`config.mk`:
```
export PLATFORM = sky130hd
export DESIGN_NAME = lsu_serial
export DESIGN_NICKNAME = d
export VERILOG_FILES = /design/src/rtl/lsu_serial_pkg.sv /design/src/rtl/lsu_extend.sv /design/src/rtl/lsu_serial.sv
export SDC_FILE = /design/constraint.sdc
export NUM_CORES = 1
export LEC_CHECK = 0
export ABC_AREA = 1
export BUFFER_PORTS_ARGS = -buffer_cell sky130_fd_sc_hd__buf_2
export CORE_ASPECT_RATIO = 1.1
export CORE_MARGIN = 5
export CORE_UTILIZATION = 41
export CTS_CLUSTER_SIZE = 20
export DETAILED_ROUTE_END_ITERATION = 8
export PLACE_DENSITY_LB_ADDON = 0.05
export SLEW_MARGIN = 0
export SYNTH_ARGS = -nofsm -noshare
export SYNTH_HDL_FRONTEND = slang
export SYNTH_HIERARCHICAL = 1
export SYNTH_SLANG_ARGS = --single-unit
```
`constraint.sdc`:
```
create_clock -name clk -period 3.37 [get_ports clk]
set_input_delay 0.674 -clock clk [delete_from_list [all_inputs] [get_ports clk]]
set_output_delay 0.674 -clock clk [all_outputs]
set_load 0.1 [all_outputs]
```
`src/rtl/lsu_serial_pkg.sv`:
```
// Shared state encoding and funct3 decoding for the serial load/store unit.
package lsu_serial_pkg;

    typedef enum logic [1:0] {
        IDLE = 2'd0,
        BEAT = 2'd1,
        RESP = 2'd2
    } lsu_state_e;

    localparam logic [2:0] F3_B  = 3'b000;
    localparam logic [2:0] F3_H  = 3'b001;
    localparam logic [2:0] F3_W  = 3'b010;
    localparam logic [2:0] F3_D  = 3'b011;
    localparam logic [2:0] F3_BU = 3'b100;
    localparam logic [2:0] F3_HU = 3'b101;
    localparam logic [2:0] F3_WU = 3'b110;

    // Access size in bytes; bit 2 (signedness) does not affect the size.
    function automatic logic [3:0] f3_size_bytes(input logic [2:0] funct3);
        logic [3:0] size;
        case (funct3[1:0])
            2'b00:   size = 4'd1;
            2'b01:   size = 4'd2;
            2'b10:   size = 4'd4;
            default: size = 4'd8;
        endcase
        return size;
    endfunction

endpackage

```
`src/rtl/lsu_extend.sv`:
```
// Sign/zero extension of a little-endian load value of 1, 2, 4 or 8 bytes to XLEN.
module lsu_extend #(
    parameter int XLEN = 32
) (
    input  logic [XLEN-1:0] raw_i,
    input  logic [3:0]      size_i,
    input  logic            unsigned_i,
    output logic [XLEN-1:0] ext_o
);

    logic msb;
    logic fill;

    always_comb begin
        case (size_i)
            4'd1:    msb = raw_i[7];
            4'd2:    msb = raw_i[15];
            4'd4:    msb = raw_i[31];
            default: msb = raw_i[XLEN-1];
        endcase
        fill  = msb & ~unsigned_i;
        ext_o = raw_i;
        for (int b = 0; b < XLEN / 8; b++) begin
            if (b >= int'(size_i)) begin
                ext_o[8*b +: 8] = {8{fill}};
            end
        end
    end

endmodule

```
`src/rtl/lsu_serial.sv`:
```
// Multi-cycle load/store unit: splits any RISC-V LOAD/STORE into BUS_BYTES-wide
// beats on a narrow asynchronous-read memory port, one beat per clock.
module lsu_serial
    import lsu_serial_pkg::*;
#(
    parameter int XLEN             = 32,
    parameter int ADDR_WIDTH       = 32,
    parameter int BUS_BYTES        = 1,
    parameter int ALLOW_MISALIGNED = 1
) (
    input  logic                   clk,
    input  logic                   rst,
    input  logic                   req_valid_i,
    output logic                   req_ready_o,
    input  logic                   req_write_i,
    input  logic [2:0]             req_funct3_i,
    input  logic [ADDR_WIDTH-1:0]  req_addr_i,
    input  logic [XLEN-1:0]        req_wdata_i,
    output logic                   resp_valid_o,
    output logic                   resp_error_o,
    output logic [XLEN-1:0]        resp_rdata_o,
    output logic [ADDR_WIDTH-1:0]  mem_addr_o,
    output logic                   mem_we_o,
    output logic [BUS_BYTES-1:0]   mem_be_o,
    output logic [8*BUS_BYTES-1:0] mem_wdata_o,
    input  logic [8*BUS_BYTES-1:0] mem_rdata_i
);

    localparam int XBYTES = XLEN / 8;
    localparam int BUS_SH = $clog2(BUS_BYTES);

    lsu_state_e            state_q, state_d;
    logic [ADDR_WIDTH-1:0] addr_q, addr_d;
    logic [XLEN-1:0]       wdata_q, wdata_d;
    logic [XLEN-1:0]       asm_q, asm_d;
    logic [2:0]            funct3_q, funct3_d;
    logic                  write_q, write_d;
    logic                  error_q, error_d;
    logic [3:0]            beat_q, beat_d;

    logic [3:0]            size_q;
    logic [3:0]            n_beats;
    logic [3:0]            beat_off;
    logic [3:0]            req_size;
    logic                  bad_f3;
    logic                  req_illegal;
    logic [XLEN-1:0]       ext_data;

    assign size_q   = f3_size_bytes(funct3_q);
    assign n_beats  = (size_q + 4'(BUS_BYTES - 1)) >> BUS_SH;
    assign beat_off = beat_q << BUS_SH;

    always_comb begin
        req_size = f3_size_bytes(req_funct3_i);
        case (req_funct3_i)
            F3_B, F3_H, F3_W, F3_BU, F3_HU: bad_f3 = 1'b0;
            F3_D, F3_WU:                    bad_f3 = (XLEN == 32);
            default:                        bad_f3 = 1'b1;
        endcase
        // Stores have no unsigned variants, so funct3[2] on a store is illegal.
        req_illegal = bad_f3 | (req_write_i & req_funct3_i[2]);
        if (ALLOW_MISALIGNED == 0) begin
            req_illegal = req_illegal
                        | ((req_addr_i[2:0] & (req_size[2:0] - 3'd1)) != 3'd0);
        end
    end

    lsu_extend #(.XLEN(XLEN)) u_extend (
        .raw_i      (asm_q),
        .size_i     (size_q),
        .unsigned_i (funct3_q[2]),
        .ext_o      (ext_data)
    );

    // NOTE: every output and _d is defaulted first so no path through the case infers a latch.
    always_comb begin
        state_d      = state_q;
        addr_d       = addr_q;
        wdata_d      = wdata_q;
        asm_d        = asm_q;
        funct3_d     = funct3_q;
        write_d      = write_q;
        error_d      = error_q;
        beat_d       = beat_q;
        req_ready_o  = 1'b0;
        resp_valid_o = 1'b0;
        resp_error_o = 1'b0;
        resp_rdata_o = '0;
        mem_addr_o   = '0;
        mem_we_o     = 1'b0;
        mem_be_o     = '0;
        mem_wdata_o  = '0;

        case (state_q)
            IDLE: begin
                req_ready_o = 1'b1;
                if (req_valid_i) begin
                    addr_d   = req_addr_i;
                    wdata_d  = req_wdata_i;
                    funct3_d = req_funct3_i;
                    write_d  = req_write_i;
                    error_d  = req_illegal;
                    beat_d   = '0;
                    asm_d    = '0;
                    state_d  = req_illegal ? RESP : BEAT;
                end
            end

            BEAT: begin
                mem_addr_o = addr_q + ADDR_WIDTH'(beat_off);
                mem_we_o   = write_q;
                for (int j = 0; j < BUS_BYTES; j++) begin
                    if (int'(beat_off) + j < int'(size_q)) begin
                        mem_be_o[j] = 1'b1;
                    end
                end
                // Lane j of this beat carries request byte beat_off + j.
                for (int b = 0; b < XBYTES; b++) begin
                    for (int j = 0; j < BUS_BYTES; j++) begin
                        if (mem_be_o[j] && (int'(beat_off) + j == b)) begin
                            if (write_q) begin
                                mem_wdata_o[8*j +: 8] = wdata_q[8*b +: 8];
                            end else begin
                                asm_d[8*b +: 8] = mem_rdata_i[8*j +: 8];
                            end
                        end
                    end
                end
                if (beat_q == n_beats - 4'd1) begin
                    state_d = RESP;
                end else begin
                    beat_d = beat_q + 4'd1;
                end
            end

            RESP: begin
                resp_valid_o = 1'b1;
                resp_error_o = error_q;
                if (!write_q && !error_q) begin
                    resp_rdata_o = ext_data;
                end
                state_d = IDLE;
            end

            default: state_d = IDLE;
        endcase
    end

    // NOTE: state registers use non-blocking assignments so every flop samples pre-edge values.
    always_ff @(posedge clk or posedge rst) begin
        if (rst) begin
            state_q  <= IDLE;
            addr_q   <= '0;
            wdata_q  <= '0;
            asm_q    <= '0;
            funct3_q <= '0;
            write_q  <= 1'b0;
            error_q  <= 1'b0;
            beat_q   <= '0;
        end else begin
            state_q  <= state_d;
            addr_q   <= addr_d;
            wdata_q  <= wdata_d;
            asm_q    <= asm_d;
            funct3_q <= funct3_d;
            write_q  <= write_d;
            error_q  <= error_d;
            beat_q   <= beat_d;
        end
    end

endmodule

```
==> run metrics <==
status=finished clean; pwr dens=1090 nW/um^2; Leakage=4.145 nW; initial antenna violation count=0; RD Place Congestion=0.9046; cells after synthesis=967; # DRC=0; routed len/inst=14.36 um; final worst path period need=3.240 ns; commonest non-fill, non-tap cells in the layout=362 x nand2_1, 121 x nor2_1, 120 x buf_2; Hold-fix buffers, CTS=0; Worst setup SP type=register; Worst-Margin Slew=0.7730 ns; # H-tree levels=3; Synth top area share=0.4054; Layout fillers=1634; endpoints failing hold=0; RSZ-0062 raised after global routing=true; synth top area cells=dfrtp_1 41%, nand2_1 21%, nor2_1 8.0%; Initial Util=0.4198; Final Cycle Share=0.9615; commonest non-fill, non-tap cell in the layout=nand2_1; hpwl dp=14690 um; Final Power=0.009003 W; grt ovf=0; Placed Cells=1302; post-synth net total=1059; vias post-DR=6392; row count=48; peak supply drop=0.6741 mV; CP required=2.70 ns; clk slew on worst S/H paths=0.08 ns; Min-Delay Path Class=in -> async; DR pass1 iterations=5; sequential fraction of the synthesis area=0.4054; number of buffers created by CTS=9; Synth area leader=dfrtp_1; area of the core=15740 sq um; post-route design area=8258 sq um; CP Max Fanout=7; layout cells sized above 1=0.2366; MaxCap Viol Count=0; number of global-route vias before repair=6032; ANT nets after route=0; # clock sinks=107; post-synthesis cell type count=34; Area growth syn-to-layout=25.02%; Initial DRC Count=360; Peak Freq=308.6 MHz; dpl cell area=7849 sq um; final net count=1207; vias per cell=4.842; CP Data Arrival Time=2.57 ns; Max clock buf depth=2; Detailed Route WL=18960 um; endpoint type of the worst setup path=primary output; CTS Root Cell=clkbuf_16; CTS tree=built; clock latency on the worst-skew pair=0.35 ns; die height=143.1 um; Mapped Avg Cell Area=6.830 sq um; setup violators final=0; io pins=156; die width=131.0 um; critical path class=reg -> out; Netlist Area Pre-Place=6605 sq um; Die ar.=18750 sq um; clock skew=0.006227 ns; ANT cells=0; gr usage total=0.2075; first-pass GRT wire length=30750 um; Post-Layout Cell Count=1320; relative slew slack=0.4839; Pins Over Slew Limit=0; Warnings, synthesis=6; Yosys reg bits=107; largest net degree at the start of global routing=51; port bufs=155
[final cells by class]
class,count,area (sq um),area share
timing repair buffer,171,1162,0.1408
sequential,107,2679,0.3244
clock buffer,9,225.2,0.02727
tap,200,250.2,0.03030
clock inverter,7,57.56,0.006970
inverter,81,316.6,0.03833
multi-input combinational,745,3567,0.4320
[power breakdown]
group	internal, W	total, W	leakage (nW)	switching [W]
combinational	0.00143	0.00562	2.69	0.00419
sequential	0.00189	0.00235	1.32	0.000460
clock	0.000514	0.00103	0.135	0.000517
total	0.00383	0.00900	4.15	0.00517
[cell families (layout without fill, tap and decap cells)]
family / after synthesis / in the layout / share of synthesized area
AOI/OAI and AO/OA: 131 / 131 / 0.1084
xor gates and xnor gates: 4 / 4 / 0.005305
adders and majority gates: 13 / 13 / 0.02576
buffers and inverters: 115 / 268 / 0.07482
DFF: 107 / 107 / 0.4054
and+or+nand+nor: 597 / 597 / 0.3804
[registers in the layout, summed over array words and instances (netlist names)]
name and cells:
addr_q 32, funct3_q 3, asm_q 32, wdata_q 32
state_q 2, write_q 1, beat_off 4, error_q 1
[critical path, stage by stage, from the launching register on]
cell and delay (ns):
dfrtp_1 0.45, ha_1 0.26, fa_1 0.43, nand2_1 0.11, nand2_1 0.05, a21oi_1 0.22, nor2_2 0.13, nand2_1 0.07
o21ai_0 0.08, nor2_2 0.11, buf_4 0.29
[worst paths after layout]
path | start | to | slack, ns | cells past startpoint
min in group clk | wdata_q[29] | wdata_q[29] | 0.48 | 2
worst max register to register | funct3_q[1] | asm_q[14] | 1.21 | 10
worst min register to register | wdata_q[29] | wdata_q[29] | 0.48 | 2
worst min-delay path | rst | wdata_q[3] | 0.41 | 2
max in group asynchronous | rst | funct3_q[0] | 2.25 | 3
worst max-delay path | beat_off[0] | mem_addr_o[14] | 0.13 | 10
[routing by layer]
layer	up-vias	part of all wire	global-route usage
met5	-	0	0
met4	0	0.016	0.05793
met3	20	0.047	0.02544
met2	151	0.47	0.3302
met1	2859	0.47	0.2977
li1	3362	-	-
[cells in the mapped netlist, drive strengths merged]
library cell  count
fa                1
buf              20
xor2              2
nand3            43
clkbuf           14
nor2            149
nor3             12
and2              1
nand2           370
o21ai            75
ha               12
dfrtp           107
nand4            22
inv              81
xnor2             2
a21oi            56
[repair_timing]
| item | 4_1_cts | 5_1_grt |
|---|---|---|
| setup endpoints to repair | 3 | 27 |
| pin swaps | 0 | 1 |
| gates resized for setup | 2 | 36 |
| setup buffers | 0 | 2 |
| gates cloned | 0 | 0 |
[through the flow]
stage               hold slack [ns]  setup WS [ns]    util  TNS [ns]
floorplan                    0.4436       -0.04537       -  -0.06856
global placement             0.4609         0.3945  0.4988         0
detailed placement           0.4660         0.3847  0.4988         0
CTS                          0.4282        0.01934  0.5169         0
global route                 0.4769       -0.05310  0.5248   -0.1620
finish                       0.4133         0.1296  0.5248         0
Power figures use the tool's default switching activity.
